[src/rtl/adapter_8_32_r.sv]
// Byte-address AXI4-Lite read to 32-bit word read adapter.
// A one-word cache lets lanes 1..3 of the last fetched word skip the master bus.
module adapter_8_32_r (
  input  logic        clk,
  input  logic        rst,
  input  logic        inv,
  input  logic [31:0] s_axi_araddr,
  input  logic [2:0]  s_axi_arprot,
  input  logic        s_axi_arvalid,
  output logic        s_axi_arready,
  output logic [31:0] s_axi_rdata,
  output logic [1:0]  s_axi_rresp,
  output logic        s_axi_rvalid,
  input  logic        s_axi_rready,
  output logic [31:0] m_axi_araddr,
  output logic [2:0]  m_axi_arprot,
  output logic        m_axi_arvalid,
  input  logic        m_axi_arready,
  input  logic [31:0] m_axi_rdata,
  input  logic [1:0]  m_axi_rresp,
  input  logic        m_axi_rvalid,
  output logic        m_axi_rready
);

  localparam int unsigned AW = 32;
  localparam int unsigned TW = 30;

  typedef enum logic [2:0] {IDLE, ACK, M_AR, M_R, RESP} state_t;

  state_t          state;
  logic [AW-1:0]   addr_buf;
  logic [AW-1:0]   cache_word;
  logic [TW-1:0]   cache_tag;
  logic            cache_vld;
  logic [1:0]      resp_buf;
  logic            hit_c;
  logic            unused_ok;

  // Lane 0 always misses so that every fresh word access refetches.
  assign hit_c = cache_vld && (addr_buf[1:0] != 2'b00) && (addr_buf[AW-1:2] == cache_tag);

  assign s_axi_rdata  = cache_word;
  assign s_axi_rresp  = resp_buf;
  assign m_axi_arprot = 3'b000;
  assign unused_ok    = ^s_axi_arprot;

  always_ff @(posedge clk) begin
    if (rst) begin
      state         <= IDLE;
      addr_buf      <= '0;
      cache_word    <= '0;
      cache_tag     <= '0;
      cache_vld     <= 1'b0;
      resp_buf      <= 2'b00;
      s_axi_arready <= 1'b0;
      s_axi_rvalid  <= 1'b0;
      m_axi_araddr  <= '0;
      m_axi_arvalid <= 1'b0;
      m_axi_rready  <= 1'b0;
    end else begin
      case (state)
        IDLE: begin
          if (s_axi_arvalid) begin
            addr_buf      <= s_axi_araddr;
            s_axi_arready <= 1'b1;
            state         <= ACK;
          end
        end
        ACK: begin
          s_axi_arready <= 1'b0;
          if (hit_c) begin
            resp_buf     <= 2'b00;
            s_axi_rvalid <= 1'b1;
            state        <= RESP;
          end else begin
            m_axi_araddr  <= {addr_buf[AW-1:2], 2'b00};
            m_axi_arvalid <= 1'b1;
            state         <= M_AR;
          end
        end
        M_AR: begin
          if (m_axi_arready) begin
            m_axi_arvalid <= 1'b0;
            m_axi_rready  <= 1'b1;
            state         <= M_R;
          end
        end
        M_R: begin
          if (m_axi_rvalid) begin
            m_axi_rready <= 1'b0;
            cache_word   <= m_axi_rdata;
            cache_tag    <= addr_buf[AW-1:2];
            resp_buf     <= m_axi_rresp;
            cache_vld    <= (m_axi_rresp == 2'b00);
            s_axi_rvalid <= 1'b1;
            state        <= RESP;
          end
        end
        RESP: begin
          if (s_axi_rready) begin
            s_axi_rvalid <= 1'b0;
            state        <= IDLE;
          end
        end
        default: begin
          state <= IDLE;
        end
      endcase
      // Invalidate overrides a coincident fill; the fetched data is still returned.
      if (inv) cache_vld <= 1'b0;
    end
  end

endmodule
[config.mk]
export PLATFORM = sky130hd
export DESIGN_NAME = adapter_8_32_r
export DESIGN_NICKNAME = d
export VERILOG_FILES = /design/src/rtl/adapter_8_32_r.sv
export SDC_FILE = /design/constraint.sdc
export NUM_CORES = 1
export LEC_CHECK = 0
export CAP_MARGIN = 0
export CORE_UTILIZATION = 43
export CTS_CLUSTER_SIZE = 30
export DETAILED_ROUTE_END_ITERATION = 10
export GPL_TIMING_DRIVEN = 0
export HOLD_SLACK_MARGIN = 0.1
export PLACE_DENSITY = 0.75
export REMOVE_ABC_BUFFERS = 1
export SLEW_MARGIN = 10
export SYNTH_ARGS = -nofsm -noshare
export SYNTH_HDL_FRONTEND = slang
export SYNTH_SLANG_ARGS = --single-unit
export TNS_END_PERCENT = 5
[constraint.sdc]
create_clock -name clk -period 1.6 [get_ports clk]
set_input_delay 0.32 -clock clk [delete_from_list [all_inputs] [get_ports clk]]
set_output_delay 0.32 -clock clk [all_outputs]
set_load 0.03 [all_outputs]
==> results of run 1 <==
repair_timing:
| item | in CTS | in global routing |
|---|---|---|
| gates resized for setup | 88 | 38 |
| buffers inserted | 1 | 1 |
| cloned | 4 | 1 |
| pin swaps | 6 | 12 |
| endpoints found under the setup margin | 200 | 104 |
final cells by class:
cell class	instances	area [µm²]
fill	1068	4430
sequential	134	2710
multi-input combinational	471	2570
timing repair buffer	150	1500
clock buffer	26	489
tap	147	184
clock inverter	4	70.1
inverter	2	7.51
metal layers:
metal | part of all wire | vias to the layer above
met1 | 0.43 | 2241
met3 | 0.050 | 24
li1 | - | 2381
met5 | 0 | -
met4 | 0.021 | 0
met2 | 0.50 | 124
state kept, by name (all words and copies together), names as in the netlist:
| register | flops |
|---|---|
| m_axi_rready | 1 |
| addr_buf | 32 |
| s_axi_rdata | 32 |
| s_axi_rvalid | 1 |
| s_axi_arready | 1 |
| m_axi_arvalid | 1 |
| s_axi_rresp | 2 |
| m_axi_araddr | 30 |
| cache_tag | 30 |
| state | 3 |
| cache_vld | 1 |
logic make-up (layout without fill, tap and decap cells):
kind of cell | after synthesis | after routing | share of synthesized area
AOI/OAI and AO/OA | 110 | 110 | 0.108
xor gates and xnor gates | 30 | 30 | 0.0499
buffers and inverters | 52 | 182 | 0.0509
DFF | 134 | 134 | 0.510
muxes | 30 | 30 | 0.0570
other | 1 | 5 | 0.000712
and+or+nand+nor | 293 | 296 | 0.224
synth_stat cells:
cell      instances  share of area
a21oi_1          99          0.094
a31oi_1           1         0.0012
a32oi_1           1         0.0017
and3_1            1         0.0012
buf_2            10         0.0095
buf_4             5         0.0071
buf_6             1         0.0021
buf_8             3         0.0086
clkbuf_1         31          0.022
conb_1            1        0.00071
dfxtp_1         134           0.51
inv_1             2         0.0014
mux2i_1          30          0.057
nand2_1         253           0.18
nand2b_1          2         0.0024
nand3_1           6         0.0057
nand4_1           4         0.0048
nor2_1            3         0.0021
nor2b_1           1         0.0012
nor3_1            7         0.0067
nor3b_1           1         0.0014
nor4_1           14          0.017
o21a_1            2         0.0029
o21ai_0           5         0.0048
o311a_1           1         0.0019
o31ai_1           1         0.0014
or3b_2            1         0.0017
xor2_1           30          0.050
placed cells by master (no fill, tap or decap), types with 3 or more instances in the layout:
master,synthesis,layout
nor2_1,3,3
clkbuf_8,0,3
mux2i_1,30,29
nor4_1,14,9
clkbuf_1,31,6
nand2_1,253,252
a21oi_2,0,10
buf_4,5,4
buf_12,0,4
nand3_4,0,3
nor3_1,7,4
xor2_1,30,25
a21oi_1,99,89
dfxtp_2,0,10
conb_1,1,5
o21ai_0,5,4
clkbuf_16,0,18
nand4_1,4,4
nand3_1,6,5
dlygate4sd2_1,0,68
clkdlybuf4s50_1,0,70
nor4_2,0,4
xor2_2,0,4
dfxtp_4,0,5
dfxtp_1,134,119
metrics by stage:
stage,instances,hold WS [ns],cell area [µm²],TNS (ns)
3_3_place_gp,891,0.441,6610,-378.46
4_1_cts,932,0.291,7350,-5.88
2_1_floorplan,604,0.389,5020,-85.44
3_5_place_dp,897,0.447,6730,-50.22
6_report,934,0.310,7540,-5.23
5_1_grt,934,0.327,7540,-10.70
path summary, 6_finish.rpt:
kind	endpoint
max	m_axi_araddr[20]$_SDFFE_PP0N_
max reg2reg	m_axi_araddr[20]$_SDFFE_PP0N_
min	s_axi_rdata[31]$_SDFFE_PP0P_
min reg2reg	s_axi_rdata[22]$_SDFFE_PP0P_
report_power, final:
part / switching [W] / internal [W] / leakage (nW)
clock network: 0.00135 / 0.00239 / 0.274
registers: 0.000112 / 0.00345 / 1.09
logic: 0.000531 / 0.000449 / 1.73
total: 0.00199 / 0.00629 / 3.09
==> impl_metrics.ini, run 1 <==
[run_status]
status = finished with violations
violations = negative setup slack

[global_route]
gr-total-overflow = 0
grt_usage = 0.225
antenna_found_initial = 0
grt.met3_usage = 0.0524
grt_pass1_vias = 4589
grt_max_degree = 72
grtUsageMet2 = 0.386
grt_pass1_wl_um = 22400
busiest_layer = met2
grtUsageMet1 = 0.265

[setup_path]
path_depth = 6
startpoint = addr_buf[12]$_SDFFE_PP0P_
crit_required_ns = 1.90
r2r_slack_ns = -0.18
reg2reg_depth = 6
cp_slowest_stage_delay_ns = 0.35
slowest_stage = dfxtp_1
path_cells = xor2_1 > nor4_1 > nand4_1 > o21a_4 > buf_12 > mux2i_2
critical_path_buf_inv_count = 1
startpoint_type = register
critPathKind = reg -> reg
path_max_fanout = 5
cp_top_family = simple AND/OR/NAND/NOR gates
end_kind = register
r2r-start = addr_buf[12]$_SDFFE_PP0P_
worstPathArrival_ns = 2.08

[sta]
slew_violations = 0
hold_violations = 0
skew_ns = 0.00606
rsz0062_at_grt = true
final.min_clock_period_ns = 1.78
setup_viol = 37
max_freq_mhz = 561
fin_ws_ns = -0.183
min_period_over_period = 1.11

[yosys]
synthCells = 650
synth_seq_cells = 134
synth_seq_area_share = 0.510
ys_warn_count = 0
netlist_area_um2 = 5270
avgSynthCellArea_um2 = 8.10
ys_types = 28

[floorplan]
core_um2 = 12000
rows = 40
die_x_um = 113
start_util = 0.440
dieArea_um2 = 12700
die_h_um = 113
io_pins = 149

[layout]
postLayoutCoreUtil = 0.630
drive_gt1_frac = 0.108
finish.net_count = 852
synthToLayoutAreaGrowth_pct = 43.1
n_antenna_cell = 0

[power]
ir_drop_mv = 0.714
p_leak_nw = 3.09
power_density_nw_per_um2 = 1100
total_power_w = 0.00828

[clock_network]
cts_buffers = 17
cts.clk_slew.worst_paths_ns = 0.06
clockRootBuffer = clkbuf_16
clockBufferDepth = 2
cts-htree-levels = 4
clk_latency_ns = 0.42
cts_tree = built
cts_hold_buf = 0
clkSinkCount = 134

[place]
hpwl_um = 8700
gp_congestion = 0.755
io_buffer_count = 140
place_worst_setup_slack_ns = -0.642

[detailed_routing]
routedWlPerCell_um = 15.0
drtPass1Iterations = 4
drc_errors = 0
drt_iter0_drc = 201
vias = 4770
postRouteAntennaNets = 0
vias_per_cell = 5.11
wirelength_um = 14000

[hold_path]
min_path_cells = 2
min-delay-start = rst
hp-class = in -> reg

[run]
drv_cap = 0
No activity file was read; power rests on OpenSTA's default activity.
==> run 2: changes to the inputs <==
--- a/config.mk
+++ b/config.mk
@@ -6,12 +6,13 @@
 export NUM_CORES = 1
 export LEC_CHECK = 0
 export CAP_MARGIN = 0
-export CORE_UTILIZATION = 43
+export CORE_UTILIZATION = 56
 export CTS_CLUSTER_SIZE = 30
 export DETAILED_ROUTE_END_ITERATION = 10
+export DONT_BUFFER_PORTS = 1
 export GPL_TIMING_DRIVEN = 0
 export HOLD_SLACK_MARGIN = 0.1
-export PLACE_DENSITY = 0.75
+export PLACE_DENSITY = 0.73
 export REMOVE_ABC_BUFFERS = 1
 export SLEW_MARGIN = 10
 export SYNTH_ARGS = -nofsm -noshare
==> run 2 against run 1 <==
Register-to-register slack worse by 0.02 ns. Non-clock buffer count down 134. Die area down 23%. Count of clock-buffer cells in the layout down 7. The run ends with negative hold slack, negative setup slack left. Sequential share of layout area up 7.3 points. Worst setup slack worse by 0.017 ns. Via count down 9.4%.
==> impl_metrics.ini, run 2 (synthesis gave the netlist of run 1 again) <==
[clock_network]
cts_hold_buf = 6
cts-htree-levels = 4
cts_buffers = 17
clockRootBuffer = clkbuf_8
cts.clk_slew.worst_paths_ns = 0.06
clkSinkCount = 134
cts_tree = built
clk_latency_ns = 0.51
clockBufferDepth = 2

[floorplan]
core_um2 = 9150
die_h_um = 99.0
die_x_um = 99.0
start_util = 0.575
dieArea_um2 = 9790
io_pins = 149
rows = 35

[run]
drv_cap = 0

[power]
intPower_w = 0.00599
power_switching_w = 0.00204
switching_share = 0.254
power_density_nw_per_um2 = 1290
clkPwrFrac = 0.466
p_leak_nw = 2.26
seqPwrFrac = 0.453
combPwrFrac = 0.081
ir_drop_mv = 0.694

[sta]
skew_ns = 0.0107
hold_violations = 97
max_freq_mhz = 556
relSlewSlack = 0.619
min_period_over_period = 1.13
rsz0062_at_grt = true
fin_ws_ns = -0.200
finalSetupTns_ns = -6.01
hold_slack_ns = -0.133
final.min_clock_period_ns = 1.80
setup_viol = 36
slew_violations = 0
worst_pin_slew_ns = 0.569

[setup_path]
cp_slowest_stage_delay_ns = 0.34
end_kind = register
worstPathArrival_ns = 2.20
crit_required_ns = 2.00
critPathKind = reg -> reg
startpoint_type = register
path_cells = xor2_1 > nor4_2 > nand4_1 > o21a_4 > buf_16 > mux2i_1
slowest_stage = nor4_2
r2r-start = addr_buf[23]$_SDFFE_PP0P_
r2r_slack_ns = -0.20
path_max_fanout = 11
reg2reg_depth = 6
rr_endpoint = m_axi_araddr[8]$_SDFFE_PP0N_

[global_route]
antenna_found_initial = 0
grt_pass1_vias = 4236
grt_max_degree = 102
grt_usage = 0.266
gr-total-overflow = 0
grt_pass1_wl_um = 20200

[hold_path]
hp-class = in -> reg
hold_path_end = s_axi_rdata[25]$_SDFFE_PP0P_
min_path_cells = 1
min-delay-start = rst

[layout]
postLayoutCoreUtil = 0.683
final_cells = 766
final_common_cell = nand2_1
nFillCells = 766
finish.net_count = 718
synthToLayoutAreaGrowth_pct = 18.7
layout_common_cells = nand2_1 (253), dfxtp_1 (121), a21oi_1 (74)
n_antenna_cell = 0
drive_gt1_frac = 0.151

[detailed_routing]
routedWlPerCell_um = 16.8
drc_errors = 0
postRouteAntennaNets = 0
drt_iter0_drc = 217
vias = 4324
drtPass1Iterations = 4
vias_per_cell = 5.64
wirelength_um = 12900

[run_status]
status = finished with violations
violations = negative hold slack, negative setup slack

[place]
gp_congestion = 0.741
io_buffer_count = 0
hpwl_um = 7520
dp.cells = 720
place_worst_setup_slack_ns = -0.446
-- run 2: worst max path at each step --
| stage | startpoint | end | slack (ns) | cells after the start |
|---|---|---|---|---|
| global placement | state[1]$_SDFFE_PP0P_ | addr_buf[8]$_SDFFE_PP0P_ | -2.24 | 4 |
| floorplan | state[1]$_SDFFE_PP0P_ | cache_vld$_SDFFE_PP0P_ | -0.85 | 5 |
| detailed placement | state[1]$_SDFFE_PP0P_ | cache_vld$_SDFFE_PP0P_ | -0.45 | 5 |
| CTS | addr_buf[23]$_SDFFE_PP0P_ | m_axi_araddr[28]$_SDFFE_PP0N_ | -0.18 | 6 |
| finish | addr_buf[23]$_SDFFE_PP0P_ | m_axi_araddr[8]$_SDFFE_PP0N_ | -0.20 | 6 |
| global route | addr_buf[9]$_SDFFE_PP0P_ | m_axi_araddr[23]$_SDFFE_PP0N_ | -0.24 | 6 |
-- run 2: power groups by stage --
stage | sequential (W) | combinational, W | clock [W]
6_report | 0.00364 | 0.000652 | 0.00374
2_1_floorplan | 0.00367 | 0.000385 | 0
3_5_place_dp | 0.00370 | 0.000523 | 0
3_3_place_gp | 0.00369 | 0.000488 | 0
5_1_grt | 0.00366 | 0.000717 | 0.00397
4_1_cts | 0.00363 | 0.000619 | 0.00379
-- run 2: worst max-delay path, delay by kind of cell, from the launching register on --
family,cells,cell delay (ns)
flops,1,0.32
xor+xnor,1,0.18
simple gates,2,0.57
mux,1,0.12
buf+inv,1,0.18
compound gates,1,0.31
-- run 2: stage by stage --
step / cell area [µm²] / power (W)
3_5_place_dp: 5260 / 0.00422
4_1_cts: 6060 / 0.00804
3_3_place_gp: 5160 / 0.00418
2_1_floorplan: 5020 / 0.00405
6_report: 6250 / 0.00803
5_1_grt: 6250 / 0.00834
-- run 2: timing repair --
item                       in CTS  in global routing
setup endpoints to repair     130                106
hold endpoints to repair      104                 99
pin swaps                       5                 12
resized for setup              18                 47
gates cloned                    5                  0
setup buffers                   2                  1
-- run 2: layout make-up --
| cell class | instances | area [µm²] | area share |
|---|---|---|---|
| clock buffers | 19 | 432 | 0.0691 |
| clock inverters | 13 | 145 | 0.0232 |
| inverters | 2 | 7.51 | 0.00120 |
| multi-input cells | 471 | 2590 | 0.415 |
| flip-flops and latches | 134 | 2710 | 0.433 |
| well taps | 111 | 139 | 0.0222 |
| repair buffers | 16 | 224 | 0.0358 |
-- run 2: metal layers --
layer	up-vias	share of wire	wire [µm]	GRT usage
li1	2117	-	-	-
met4	0	0.015	199	0.119
met2	118	0.52	6740	0.463
met1	2069	0.40	5190	0.307
met3	20	0.057	730	0.0674
met5	-	0	0	0
==> run 3: changes to the inputs <==
--- a/config.mk
+++ b/config.mk
@@ -6,6 +6,7 @@
 export NUM_CORES = 1
 export LEC_CHECK = 0
 export CAP_MARGIN = 0
+export CORE_MARGIN = 3
 export CORE_UTILIZATION = 56
 export CTS_CLUSTER_SIZE = 30
 export DETAILED_ROUTE_END_ITERATION = 10
==> run 3 against run 2 <==
The run still ends with negative hold slack, negative setup slack left. Utilization rose by 0.36 points. Worst setup slack improved by 0.017 ns. Highest routed layer unchanged. Sequential power barely moved. Sequential share of layout area rose by 0.63 points. Largest cell class unchanged. Total power rose by 2.5%. Critical path depth did not move. Non-clock buffer count fell by 3. Critical endpoint is now m_axi_araddr[11]$_SDFFE_PP0N_. Global-route usage fell by 2.9 points. Count of clock-buffer cells in the layout rose by 1. Largest power group unchanged.
==> impl_metrics.ini, run 3 (synthesis gave the netlist of run 1 again) <==
[run_status]
status = finished with violations
violations = negative hold slack, negative setup slack

[layout]
n_antenna_cell = 0
final_cells = 759
drive_gt1_frac = 0.117
synthToLayoutAreaGrowth_pct = 16.4
final_common_cell = nand2_1
layout_common_cells = nand2_1 (253), dfxtp_1 (127), a21oi_1 (83)
finish.net_count = 714

[setup_path]
cp_top_family = simple AND/OR/NAND/NOR gates
path_cells = xor2_1 > nor4_1 > nand4_1 > o21a_4 > clkbuf_16 > mux2i_1
startpoint_type = register
crit_required_ns = 1.99
slowest_stage = dfxtp_2
critical_path_buf_inv_count = 1
path_max_fanout = 11
end_kind = register
worstPathArrival_ns = 2.18
path_depth = 6
critPathKind = reg -> reg
r2r_slack_ns = -0.18
rr_endpoint = m_axi_araddr[11]$_SDFFE_PP0N_
cp_slowest_stage_delay_ns = 0.34
reg2reg_depth = 6
r2r-start = addr_buf[2]$_SDFFE_PP0P_

[place]
dp.cells = 717
io_buffer_count = 0
gp_congestion = 0.731
hpwl_um = 7730

[power]
intPower_w = 0.00626
power_density_nw_per_um2 = 1340
clkPwrFrac = 0.487
ir_drop_mv = 0.800
seqPwrFrac = 0.442
power_switching_w = 0.00197
total_power_w = 0.00823
combPwrFrac = 0.072
p_leak_nw = 2.25
switching_share = 0.240

[sta]
hold_violations = 99
rsz0062_at_grt = true
min_period_over_period = 1.11
setup_viol = 75
slew_violations = 0
fin_ws_ns = -0.183
max_freq_mhz = 561
final.min_clock_period_ns = 1.78
hold_slack_ns = -0.120
skew_ns = 0.00810

[floorplan]
die_h_um = 103
start_util = 0.589
die_x_um = 103
io_pins = 149
rows = 34
dieArea_um2 = 10600
core_um2 = 8930

[clock_network]
cts_tree = built
clkSinkCount = 134
cts_hold_buf = 6
cts_buffers = 17
clockRootBuffer = clkbuf_8
clk_latency_ns = 0.51
cts.clk_slew.worst_paths_ns = 0.06
clockBufferDepth = 2
cts-htree-levels = 4

[hold_path]
min_path_cells = 1
min-delay-start = rst
hold_path_end = s_axi_rdata[28]$_SDFFE_PP0P_
hp-class = in -> reg

[run]
drv_cap = 0

[detailed_routing]
drc_errors = 0
postRouteAntennaNets = 0
drt_iter0_drc = 149
wirelength_um = 12700
drtPass1Iterations = 4
routedWlPerCell_um = 16.7
vias_per_cell = 5.64
vias = 4278

[global_route]
antenna_found_initial = 0
grt_usage = 0.236
grt_max_degree = 102
gr-total-overflow = 0
grt_pass1_vias = 4095
grt_pass1_wl_um = 19500
-- run 3: repair_timing --
item                                    4_1_cts  5_1_grt
endpoints found under the setup margin      125      112
cloned                                        2        1
gates resized for setup                      18       22
setup buffers                                 1        0
endpoints found under the hold margin       104       99
pin swaps                                     6        5
-- run 3: through the flow --
| stage | cell area, µm² | utilization | hold slack, ns | worst slack [ns] | setup TNS, ns |
|---|---|---|---|---|---|
| finish | 6130 | 0.686 | -0.120 | -0.183 | -6.04 |
| global route | 6130 | 0.686 | -0.152 | -0.253 | -12.64 |
| CTS | 6020 | 0.673 | -0.143 | -0.191 | -5.72 |
| detailed placement | 5250 | 0.588 | 0.400 | -0.464 | -27.01 |
| global placement | 5150 | 0.577 | 0.399 | -2.15 | -201.81 |
| floorplan | 5020 | - | 0.389 | -0.855 | -85.44 |
-- run 3: power groups by stage --
stage                     combinational (W)  sequential (W)  clock (W)
final                              0.000591         0.00364    0.00400
after global routing               0.000655         0.00365    0.00423
after CTS                          0.000552         0.00363    0.00406
after detailed placement           0.000513         0.00370          0
after global placement             0.000482         0.00369          0
after floorplan                    0.000385         0.00367          0
-- run 3: how the worst max path moves through the flow --
| stage | startpoint | end | slack, ns |
|---|---|---|---|
| 5_1_grt | addr_buf[3]$_SDFFE_PP0P_ | m_axi_araddr[15]$_SDFFE_PP0N_ | -0.25 |
| 6_report | addr_buf[2]$_SDFFE_PP0P_ | m_axi_araddr[11]$_SDFFE_PP0N_ | -0.18 |
| 3_3_place_gp | state[1]$_SDFFE_PP0P_ | addr_buf[27]$_SDFFE_PP0P_ | -2.15 |
| 4_1_cts | addr_buf[30]$_SDFFE_PP0P_ | m_axi_araddr[20]$_SDFFE_PP0N_ | -0.19 |
| 2_1_floorplan | state[1]$_SDFFE_PP0P_ | cache_vld$_SDFFE_PP0P_ | -0.85 |
| 3_5_place_dp | state[1]$_SDFFE_PP0P_ | cache_vld$_SDFFE_PP0P_ | -0.46 |
-- run 3: final cells by class --
type | count | area (µm²)
Fill cell | 723 | 2800
Sequential cell | 134 | 2690
Tap cell | 108 | 135
Clock inverter | 12 | 178
Inverter | 2 | 7.51
Multi-Input combinational cell | 470 | 2510
Clock buffer | 20 | 435
Timing Repair Buffer | 13 | 171
-- run 3: routing by layer --
metal,vias up,track usage,wire length (µm)
li1,2103,-,-
met1,2047,0.284,5270
met2,119,0.394,6530
met3,9,0.0805,819
met4,0,0.0837,73
met5,-,0,0
